==> src/rtl/io_uart_fifo.sv <==
// io_uart_fifo: memory-mapped LED register plus 8N1 UART transmitter with TX FIFO
// Ports:
//   clk_i / reset_i           system clock, asynchronous active-low reset
//   IO_memAddr_i [5:2]        one-hot register select (LEDS, UART_DAT, UART_CTRL, UART_DIV)
//   IO_memRData_o             OR of all selected registers, combinational
//   IO_memWData_i/IO_memWr_i  write data and single-cycle write strobe
//   leds_o                    LED register
//   txd_o                     registered serial output, idle high
//   irq_o                     IRQ_EN & FIFO empty & serializer idle
module io_uart_fifo #(
    parameter int NUM_LEDS   = 4,
    parameter int FIFO_DEPTH = 16,
    parameter int DIV_WIDTH  = 16,
    parameter int DIV_RESET  = 217
) (
    input  logic                clk_i,
    input  logic                reset_i,
    input  logic [31:0]         IO_memAddr_i,
    output logic [31:0]         IO_memRData_o,
    input  logic [31:0]         IO_memWData_i,
    input  logic                IO_memWr_i,
    output logic [NUM_LEDS-1:0] leds_o,
    output logic                txd_o,
    output logic                irq_o
);
    localparam int AW = $clog2(FIFO_DEPTH);
    localparam int CW = $clog2(FIFO_DEPTH + 1);

    typedef enum logic [1:0] {IDLE, START, DATA, STOP} state_t;

    state_t               r_state, w_state_nxt;
    logic [NUM_LEDS-1:0]  r_leds;
    logic [DIV_WIDTH-1:0] r_div, r_d, w_d_nxt, r_tick, w_tick_nxt;
    logic                 r_irq_en, r_ovf, r_txd, w_txd_nxt;
    logic [7:0]           r_mem [FIFO_DEPTH];
    logic [AW-1:0]        r_wp, r_rp;
    logic [CW-1:0]        r_cnt;
    logic [7:0]           r_shift, w_shift_nxt;
    logic [2:0]           r_bit, w_bit_nxt;
    logic [3:0]           w_sel;
    logic                 w_wr_leds, w_wr_dat, w_wr_ctrl, w_wr_div;
    logic                 w_full, w_empty, w_active, w_push, w_pop, w_tick_end;
    logic [31:0]          w_ctrl;
    logic                 w_unused;

    assign w_sel     = IO_memAddr_i[5:2];
    assign w_wr_leds = IO_memWr_i & w_sel[0];
    assign w_wr_dat  = IO_memWr_i & w_sel[1];
    assign w_wr_ctrl = IO_memWr_i & w_sel[2];
    assign w_wr_div  = IO_memWr_i & w_sel[3];
    assign w_unused  = ^{IO_memAddr_i[31:6], IO_memAddr_i[1:0], IO_memWData_i};

    assign w_full     = r_cnt == CW'(FIFO_DEPTH);
    assign w_empty    = r_cnt == '0;
    assign w_active   = !w_empty || r_state != IDLE;
    // full is judged before any same-cycle pop, so a write at full is always dropped
    assign w_push     = w_wr_dat & ~w_full;
    assign w_tick_end = r_tick == r_d - DIV_WIDTH'(1);

    assign w_ctrl = {16'(r_cnt), 3'b0, r_irq_en, r_ovf, w_empty, w_full, w_active, 8'b0};
    assign IO_memRData_o = ({32{w_sel[0]}} & 32'(r_leds)) |
                           ({32{w_sel[2]}} & w_ctrl) |
                           ({32{w_sel[3]}} & 32'(r_div));

    assign leds_o = r_leds;
    assign txd_o  = r_txd;
    assign irq_o  = r_irq_en & w_empty & (r_state == IDLE);

    // A new frame is loaded from IDLE or directly at the end of STOP, so
    // queued bytes go out back to back without an idle cycle.
    always_comb begin
        w_state_nxt = r_state;
        w_tick_nxt  = w_tick_end ? '0 : r_tick + DIV_WIDTH'(1);
        w_bit_nxt   = r_bit;
        w_shift_nxt = r_shift;
        w_d_nxt     = r_d;
        w_txd_nxt   = r_txd;
        w_pop       = 1'b0;
        case (r_state)
            IDLE: w_tick_nxt = '0;
            START: if (w_tick_end) begin
                w_state_nxt = DATA;
                w_bit_nxt   = '0;
                w_txd_nxt   = r_shift[0];
            end
            DATA: if (w_tick_end) begin
                w_state_nxt = (r_bit == 3'd7) ? STOP : DATA;
                w_bit_nxt   = r_bit + 3'd1;
                w_shift_nxt = r_shift >> 1;
                w_txd_nxt   = (r_bit == 3'd7) ? 1'b1 : r_shift[1];
            end
            STOP: if (w_tick_end) w_state_nxt = IDLE;
        endcase
        if ((r_state == IDLE || (r_state == STOP && w_tick_end)) && !w_empty) begin
            w_pop       = 1'b1;
            w_state_nxt = START;
            w_shift_nxt = r_mem[r_rp];
            w_d_nxt     = (r_div == '0) ? DIV_WIDTH'(1) : r_div;
            w_tick_nxt  = '0;
            w_txd_nxt   = 1'b0;
        end
    end

    always_ff @(posedge clk_i or negedge reset_i) begin
        if (!reset_i) begin
            r_state  <= IDLE;
            r_leds   <= '0;
            r_div    <= DIV_WIDTH'(DIV_RESET);
            r_d      <= DIV_WIDTH'(1);
            r_tick   <= '0;
            r_bit    <= '0;
            r_shift  <= '0;
            r_txd    <= 1'b1;
            r_irq_en <= 1'b0;
            r_ovf    <= 1'b0;
            r_wp     <= '0;
            r_rp     <= '0;
            r_cnt    <= '0;
        end else begin
            r_state  <= w_state_nxt;
            r_d      <= w_d_nxt;
            r_tick   <= w_tick_nxt;
            r_bit    <= w_bit_nxt;
            r_shift  <= w_shift_nxt;
            r_txd    <= w_txd_nxt;
            if (w_wr_leds) r_leds <= IO_memWData_i[NUM_LEDS-1:0];
            if (w_wr_div) r_div <= IO_memWData_i[DIV_WIDTH-1:0];
            if (w_wr_ctrl) r_irq_en <= IO_memWData_i[12];
            // a dropped write wins over a same-cycle clear
            r_ovf    <= (w_wr_dat & w_full) | (r_ovf & ~(w_wr_ctrl & IO_memWData_i[11]));
            if (w_push) r_wp <= r_wp + AW'(1);
            if (w_pop) r_rp <= r_rp + AW'(1);
            r_cnt    <= r_cnt + CW'(w_push) - CW'(w_pop);
        end
    end

    always_ff @(posedge clk_i) begin
        if (w_push) r_mem[r_wp] <= IO_memWData_i[7:0];
    end
endmodule
==> config.mk <==
export PLATFORM = sky130hd
export DESIGN_NAME = io_uart_fifo
export DESIGN_NICKNAME = d
export VERILOG_FILES = /design/src/rtl/io_uart_fifo.sv
export SDC_FILE = /design/constraint.sdc
export NUM_CORES = 1
export LEC_CHECK = 0
export BUFFER_PORTS_ARGS = -buffer_cell sky130_fd_sc_hd__buf_2
export CAP_MARGIN = 20
export CORE_MARGIN = 2
export CORE_UTILIZATION = 63
export DETAILED_ROUTE_END_ITERATION = 12
export GPL_TIMING_DRIVEN = 0
export HOLD_SLACK_MARGIN = 0.05
export PLACE_DENSITY = 0.82
export SLEW_MARGIN = 5
export SYNTH_ARGS = -nofsm -noshare
export SYNTH_HDL_FRONTEND = slang
export SYNTH_SLANG_ARGS = --single-unit
==> constraint.sdc <==
create_clock -name clk_i -period 9.51 [get_ports clk_i]
set_input_delay 0.951 -clock clk_i [delete_from_list [all_inputs] [get_ports clk_i]]
set_output_delay 0.951 -clock clk_i [all_outputs]
set_load 0.02 [all_outputs]
## Word-level counts from Yosys, hierarchy flattened

Memories as Yosys holds them, arrays and structs flattened.
Cells that the tools add are included.
W data, S select, Z words.

| cells by class | value |
|---|---|
| bitwise gates (word level) | 18 |
| $mul | 0 |
| shift operators | 0 |
| divide/modulo/power cells | 0 |
| $lt $le $gt $ge | 0 |
| add/sub/neg operators | 7 |
| equal/unequal tests | 11 |
| reduce and logical (&&, ||, !) cells | 18 |
| mux-type cells | 24 |

Operator list:

| kind | number |
|---|---|
| $mux W16 | 4 |
| $or A32 B32 Y32 | 2 |
| $and A32 B16 Y32 | 1 |
| $and A32 B21 Y32 | 1 |
| $and A32 B4 Y32 | 1 |
| $mux W8 | 3 |
| $add A16 B1 Y16 const B | 1 |
| $eq A16 B16 Y1 | 1 |
| $logic_not A16 Y1 | 1 |
| $sub A16 B1 Y16 const B | 1 |
| $and A1 B1 Y1 | 10 |
| $add A4 B1 Y4 const B | 2 |
| $mux W1 | 8 |
| $mux W2 | 4 |
| $reduce_bool A2 Y1 | 4 |
| $mux W3 | 2 |
| $ne A3 B3 Y1 const B | 2 |
| $pmux W2 S3 | 1 |
| $pmux W3 S2 | 1 |
| $reduce_and A3 Y1 | 2 |
| $add A5 B1 Y5 | 1 |
| $eq A5 B5 Y1 const B | 1 |
| $logic_not A5 Y1 | 1 |
| $sub A5 B1 Y5 | 1 |
| other kinds (17) | 22 |

| word-level totals | value |
|---|---|
| output and inout bits | 38 |
| bits in read-only memories | 0 |
| memories | 1 |
| bits in latches | 0 |
| input port bits | 67 |
| memory bits (writable) | 128 |
| register bits after elaboration | 81 |
| logic and storage cells | 92 |

Memory list:

| name | depth | width | read ports | clocked after Yosys merged registers in | write ports | line | source |
|---|---|---|---|---|---|---|---|
| r_mem | 16 | 8 | 1 | 0 | 1 | 35 | `logic [7:0] r_mem [FIFO_DEPTH];` |

## Longest topological paths before layout

Gate-level depths: netlist of the first run.

| logic depth | value |
|---|---|
| depth in word-level cells | 7 |
| depth in mapped cells | 20 |
| depth with buffers taken out | 17 |

## Worst setup path after synthesis of the first run

No wires, ideal clock.

| timing path | value |
|---|---|
| path kind | flip-flop to flip-flop |
| start point | register r_d[1] |
| end point | register r_cnt[4] |
| arrival time | 4,210 ps |
| period minus slack after synthesis | 4,333 ps |
| slack | 5,177 ps |
| cell stages (with the launch flop) | 21 |
| buffers on the path | 3 |
| required time | 9,387 ps |
| setup time | 123 ps |
| path through | dfrtp_1 > inv_1 > ha_1 > nor3b_1 > nand4_1 > xnor2_1 > or4_1 > or4_1 > buf_2 > o31a_1 > buf_6 > clkinv_4 > buf_12 > ha_1 > inv_1 > ha_1 > fa_1 > a21oi_1 > nor2_1 > nor2_1 > xnor2_1 |

| between the ends | value |
|---|---|
| cells in the longest elaborated chain, start to end | 7 |

RTL lines:

| element | line | source |
|---|---|---|
| start, declared | 33 | `logic [DIV_WIDTH-1:0] r_div, r_d, w_d_nxt, r_tick, w_tick_nxt;` |
| start signal, assigned | 121 | `r_d <= w_d_nxt;` |
| $sub A16 B1 Y16 | 58 | `assign w_tick_end = r_tick == r_d - DIV_WIDTH'(1);` |
| $eq A16 B16 Y1 | 58 |  |
| $logic_and A1 B1 Y1 | 94 | `if ((r_state == IDLE \|\| (r_state == STOP && w_tick_end)) && !w_empty) begin` |
| $logic_or A1 B1 Y1 | 94 |  |
| $logic_and A1 B1 Y1 | 94 |  |
| $mux W1 | 94 |  |
| $sub A5 B1 Y5 | 133 | `r_cnt <= r_cnt + CW'(w_push) - CW'(w_pop);` |
| end signal, assigned | 133 |  |
| end, declared | 37 | `logic [CW-1:0] r_cnt;` |

No other way between the ends.
A chain may end at the register's enable or synchronous reset.

## Worst setup path after layout of the first run

Same ends and word-level chain as after synthesis.

==> results of run 1 <==
power by group through the flow:
stage	registers, mW	clock network [mW]	logic [mW]
floorplan	1.21	0	0.716
detailed placement	1.25	0	0.935
global route	1.26	0.889	1.04
CTS	1.24	0.854	0.959
global placement	1.24	0	0.882
finish	1.24	0.846	0.965
stage by stage:
| step | area (um2) | util, % | power (mW) |
|---|---|---|---|
| floorplan | 9590 | - | 1.93 |
| global placement | 10100 | 67.0 | 2.12 |
| detailed placement | 10100 | 67.3 | 2.19 |
| CTS | 10800 | 72.0 | 3.05 |
| global route | 10800 | 72.2 | 3.18 |
| finish | 10800 | 72.2 | 3.05 |
critical path, stage by stage, from the launching register on:
cell and delay, ns:
dfrtp_1 0.44, inv_1 0.08, ha_1 0.29, nor3b_1 0.66, nand4_1 0.20, xnor2_1 0.18, or4_1 0.49, or4_1 0.46
buf_2 0.20, o31a_1 0.29, buf_6 0.15, clkinv_4 0.10, buf_12 0.16, ha_1 0.14, inv_1 0.04, ha_1 0.21
fa_1 0.43, a21oi_1 0.15, nor2_1 0.06, nor2_1 0.12, xnor2_1 0.13
cell type report:
type | count | area [um2]
well taps | 188 | 235
plain buffers | 40 | 225
clock buffers | 28 | 583
clock inverters | 12 | 131
multi-input cells | 396 | 3430
repair buffers | 53 | 295
fillers | 882 | 4180
inverters | 17 | 68.8
flip-flops and latches | 209 | 5880
state kept, by name (all words and copies together) (netlist names), 2 cells and up:
signal	flops
r_shift	8
r_mem	128
r_wp	4
r_rp	4
r_bit	3
r_state	2
r_div	16
r_cnt	5
leds_o	4
r_tick	16
r_d	16
Yosys cell counts, drive strengths merged (2+ instances only):
cell    count  area share, %
a21oi       8           0.42
nor2       59            2.3
a22o       11            1.0
nand4       4           0.26
o211ai      5           0.39
and3        7           0.46
dfstp       7            1.9
or4b        2           0.21
buf        22            1.6
nand2b      5           0.33
nor4       11           0.72
nand3      15           0.79
and2       14           0.92
o21ai       8           0.42
xnor2      25            2.3
mux4       40            9.4
ha         15            2.0
or4         5           0.43
o221a       6           0.71
nor3b       2           0.16
nor2b       3           0.20
a311o       2           0.21
dfrtp      74             19
clkinv      2           0.13
and3b       2           0.18
o31a        3           0.28
inv        15           0.59
nor3        8           0.42
clkbuf     18           0.71
nor4b       2           0.18
mux2       38            4.8
mux2i      10            1.0
o311ai      2           0.18
edfxtp    128             40
a31o        2           0.18
a21o        2           0.16
xor2       16            1.5
nand2      38            1.5
logic make-up after synthesis:
group | count (synthesis) | synth area share [%]
other | 1 | 0.0392
buffers and inverters | 57 | 3.08
and+or+nand+nor | 180 | 9.31
DFF | 209 | 61.5
xor gates and xnor gates | 41 | 3.76
AOI/OAI and AO/OA | 60 | 4.88
muxes | 88 | 15.2
adders and majority gates | 16 | 2.17
final timing paths:
kind | to | slack [ns]
setup / recovery | r_cnt[4] | 4.47
hold / removal | r_shift[4] | 0.39
setup reg to reg | r_cnt[4] | 4.47
hold reg to reg | r_ovf | 0.52
max in group asynchronous | r_div[6] | 8.43
min in group clk_i | r_ovf | 0.52
metal layers:
layer / GRT usage (%) / part of all wire [%] / vias to the layer above
li1: - / - / 2612
met1: 36.0 / 39 / 2980
met2: 46.7 / 51 / 253
met3: 4.61 / 5.8 / 59
met4: 10.9 / 4.1 / 0
met5: 0 / 0 / -
==> flow_summary.yaml, run 1 <==
synth:
  synth_edf_count: 128
  ys.flop_type: "edfxtp_1"
  ys_ff_latch: 209
  yosys_warnings: 0
  ys_async_sr_fraction_pct: 38.8
  synth.distinct_cells: 63
  syn_inst: 652
  ys_seq_area_share_pct: 61.5
  syn_area_per_cell_um2: 14.7
  synth_area_um2: 9560
power:
  pwr-share-comb_pct: 31.6
  irDropWorstVdd_uv: 205
  power_switching_share_pct: 32.7
  power.density_nw_per_um2: 281
  p_sw_mw: 0.998
  intPower_mw: 2.05
  seqPwrFrac_pct: 40.7
  clkPwrFrac_pct: 27.7
  power.static_leakage_nw: 4.18
floorplanning:
  start_util_pct: 63.6
  core_area_um2: 15000
  die_width_um: 127
  io-pin-count: 105
  die_area_um2: 16200
  fp-row-count: 45
  die_y_um: 127
status:
  status: "finished, final reports clean"
layout:
  num_antenna_cells: 0
  finish.net_count: 822
  layout.cells.most_common: "edfxtp_1"
  final-instance-count-excl-fill: 943
  area_delta_synth_final_pct: 13.5
  drive_above_1_share_pct: 26.4
  most-common-layout-cells: "edfxtp_1, dfrtp_1, nor2_1"
placement:
  post-place-ws_ns: 4.56
  place.detailed.hpwl_um: 13900
  place_congestion: 0.922
  numPortBuffers: 48
  place_inst: 900
global_route:
  grt_max_degree: 48
  grt_pass1_wl_um: 33700
  antenna_found_initial: 0
  grt_usage_pct: 27.5
  grt_overflow: 0
  grt_pass1_vias: 6119
drt:
  dr.pass1.iters: 5
  vias_per_cell: 6.26
  wl_per_cell_um: 22.9
  antenna_left: 0
  vias: 5904
  drc: 0
  drt_wl_total_um: 21600
  drt_iter0_markers: 589
worst_hold_path:
  hp-class: "input pin to asynchronous set/reset pin"
cts:
  cts_tree: "built"
  htree_levels: 1
  clock_latency_ns: 0.53
  root_buffer: "clkbuf_16"
  cts_hold_buf: 0
  clock_sinks: 209
  cts.clk_slew.worst_paths_ns: 0.06
  cts_setup_buffers: 0
  clockBufferDepth: 3
  numCtsBuffers: 22
  cts_resized: 0
worst_setup_path:
  cp.arrival_ns: 5.48
  crit_type: "flip-flop to flip-flop"
  rr_worst_depth: 20
  startpoint_type: "flip-flop"
  required_ns: 9.96
  worst-path-max-fanout: 10
  crit-reg2reg-launch: "r_d[1]"
  crit_path_end_kind: "flip-flop"
  critPathLaunch: "r_d[1]"
timing:
  hold_slack_ns: 0.389
  tns_ns: 0
  slew_headroom_pct: 33.9
  min_period_ns: 5.04
  worst_pin_slew_ns: 0.987
  max_freq_mhz: 199
  drv_slew: 0
  finalWorstSetupSlack_ns: 4.47
  hold_viol: 0
  setup_viol: 0
  finClkSkew_ns: 0.0284
  fin_crit_sh_pct: 53.0
  rsz0062_at_grt: "false"
job:
  maxCapViolCount: 0
No activity file was read; power rests on OpenSTA's default activity.
==> run 2, diff against run 1 <==
--- a/config.mk
+++ b/config.mk
@@ -8,11 +8,11 @@
 export BUFFER_PORTS_ARGS = -buffer_cell sky130_fd_sc_hd__buf_2
 export CAP_MARGIN = 20
 export CORE_MARGIN = 2
-export CORE_UTILIZATION = 63
+export CORE_UTILIZATION = 53
 export DETAILED_ROUTE_END_ITERATION = 12
 export GPL_TIMING_DRIVEN = 0
 export HOLD_SLACK_MARGIN = 0.05
-export PLACE_DENSITY = 0.82
+export PLACE_DENSITY = 0.73
 export SLEW_MARGIN = 5
 export SYNTH_ARGS = -nofsm -noshare
 export SYNTH_HDL_FRONTEND = slang
==> constraint.sdc (replaced) <==
create_clock -name clk_i -period 4.5 [get_ports clk_i]
set_input_delay 0.45 -clock clk_i [delete_from_list [all_inputs] [get_ports clk_i]]
set_output_delay 0.45 -clock clk_i [all_outputs]
set_load 0.02 [all_outputs]
==> run 2 against run 1 <==
Effect of this change: global-route usage shrank 5.5 points; maximum frequency grew 18%; count of clock-buffer cells in the layout shrank 2; worst hold slack lost 0.23 ns; final area grew 1.6%; final cell count grew 5.3%; wire length shrank 4.1%; sequential share of layout area shrank 0.88 points; die area grew 18%; via count shrank 1.2%; critical path type unchanged.
==> flow_summary.yaml, run 2 (synthesis gave the netlist of run 1 again) <==
status:
  status: "finished, final reports clean"
cts:
  cts.clk_slew.worst_paths_ns: 0.06
  numCtsBuffers: 23
  cts_tree: "built"
  htree_levels: 1
  root_buffer: "clkbuf_16"
  clockBufferDepth: 3
  clock_sinks: 209
  clock_latency_ns: 0.52
layout:
  drive_above_1_share_pct: 28.7
  most-common-layout-cells: "edfxtp_1, dfrtp_1, nor2_1"
  fillers: 1316
  largest_register: "r_mem"
  finish.net_count: 830
  final-instance-count-excl-fill: 993
  largest_reg_flops: 128
  area_delta_synth_final_pct: 15.4
  stdcell_area_um2: 11000
  num_antenna_cells: 0
  layout.cells.most_common: "edfxtp_1"
worst_setup_path:
  worst-path-max-fanout: 10
  slowest_delay_ns: 0.52
  path_cells: "buf_6 > or4_4 > or4b_1 > o22ai_1 > o2111ai_1 > or4_1 > buf_4 > o31a_1 > buf_6 > inv_16 > ha_1 > inv_1 > ha_1 > fa_2 > a21oi_1 > nor2_1 > nor2_1 > xnor2_1"
  required_ns: 4.94
  startpoint_type: "flip-flop"
  crit_type: "flip-flop to flip-flop"
  cp_top_family: "simple AND/OR/NAND/NOR gates"
  cp.arrival_ns: 4.69
  crit_path_end_kind: "flip-flop"
  cp_slowest_cell: "or4_4"
  worstPathBufferInverterCount: 5
global_route:
  grt_pass1_vias: 6003
  grt_overflow: 0
  grt_usage_pct: 22.0
  grt_pass1_wl_um: 33300
  antenna_found_initial: 0
  grt_max_degree: 48
power:
  irDropWorstVdd_uv: 370
  power.density_nw_per_um2: 589
  power.static_leakage_nw: 4.24
  power.total_mw: 6.49
placement:
  place_inst: 940
  placed_area_um2: 10200
  numPortBuffers: 48
  place.detailed.hpwl_um: 14000
  place_congestion: 0.890
timing:
  max_freq_mhz: 235
  min_period_ns: 4.25
  finClkSkew_ns: 0.00914
  fin_crit_sh_pct: 94.5
  drv_slew: 0
  setup_viol: 0
  rsz0062_at_grt: "false"
  tns_ns: 0
  hold_viol: 0
  worst_pin_slew_ns: 1.04
  slew_headroom_pct: 30.4
  hold_slack_ns: 0.164
drt:
  vias: 5834
  drc: 0
  drt_wl_total_um: 20700
  vias_per_cell: 5.88
  drt_iter0_markers: 510
  dr.pass1.iters: 6
  wl_per_cell_um: 20.9
  antenna_left: 0
floorplanning:
  core_area_um2: 17800
  die_y_um: 138
  io-pin-count: 105
  fp-row-count: 49
  die_width_um: 138
  die_area_um2: 19100
  start_util_pct: 53.6
worst_hold_path:
  hp-class: "input pin to flip-flop"
job:
  maxCapViolCount: 0
run 2: final timing paths:
check	start	endpoint	slack [ns]	cells past startpoint
worst max-delay path	r_d[6]	r_cnt[4]	0.25	18
worst min-delay path	IO_memWData_i[14]	r_div[14]	0.16	2
worst max register to register	r_d[6]	r_cnt[4]	0.25	18
worst min register to register	r_ovf	r_ovf	0.51	1
max in group asynchronous	reset_i	txd_o	3.38	3
min in group asynchronous	reset_i	r_tick[15]	0.45	2
run 2: layout make-up:
| class | count | area, um2 | area share, % |
|---|---|---|---|
| Sequential cell | 209 | 5880 | 53.3 |
| Multi-Input combinational cell | 396 | 3500 | 31.7 |
| Clock buffer | 26 | 587 | 5.32 |
| Timing Repair Buffer | 61 | 363 | 3.29 |
| Tap cell | 229 | 287 | 2.60 |
| Buffer | 39 | 210 | 1.91 |
| Clock inverter | 16 | 125 | 1.13 |
| Inverter | 17 | 80.1 | 0.726 |
run 2: power by group:
part | internal (mW) | total, mW | switching [mW]
registers | 2.34 | 2.63 | 0.294
clock network | 1.01 | 1.77 | 0.766
logic | 1.02 | 2.09 | 1.07
total | 4.36 | 6.49 | 2.13
run 2: metrics by stage:
stage	utilization [%]	setup WS, ns
after global routing	61.8	0.0512
after CTS	61.3	0.0273
after detailed placement	57.0	-0.477
final	61.8	0.246
after global placement	56.7	-0.290
after floorplan	-	0.167
run 2: metal layers:
metal  share of wire (%)  vias to the layer above  global-route usage (%)
met5                   0                        -                       0
met4                 1.9                        0                    5.69
met3                 6.3                       34                    3.53
met2                  51                      233                    38.1
met1                  41                     2942                    29.5
li1                    -                     2625                       -
run 2: repair_timing:
item                                   CTS  global route
setup buffers                            2             9
gates cloned                             0             0
gates resized for setup                  6             7
pin swaps                                0             1
endpoints found under the hold margin   31             0
hold buffers                             1             0
setup endpoints to repair                4             2
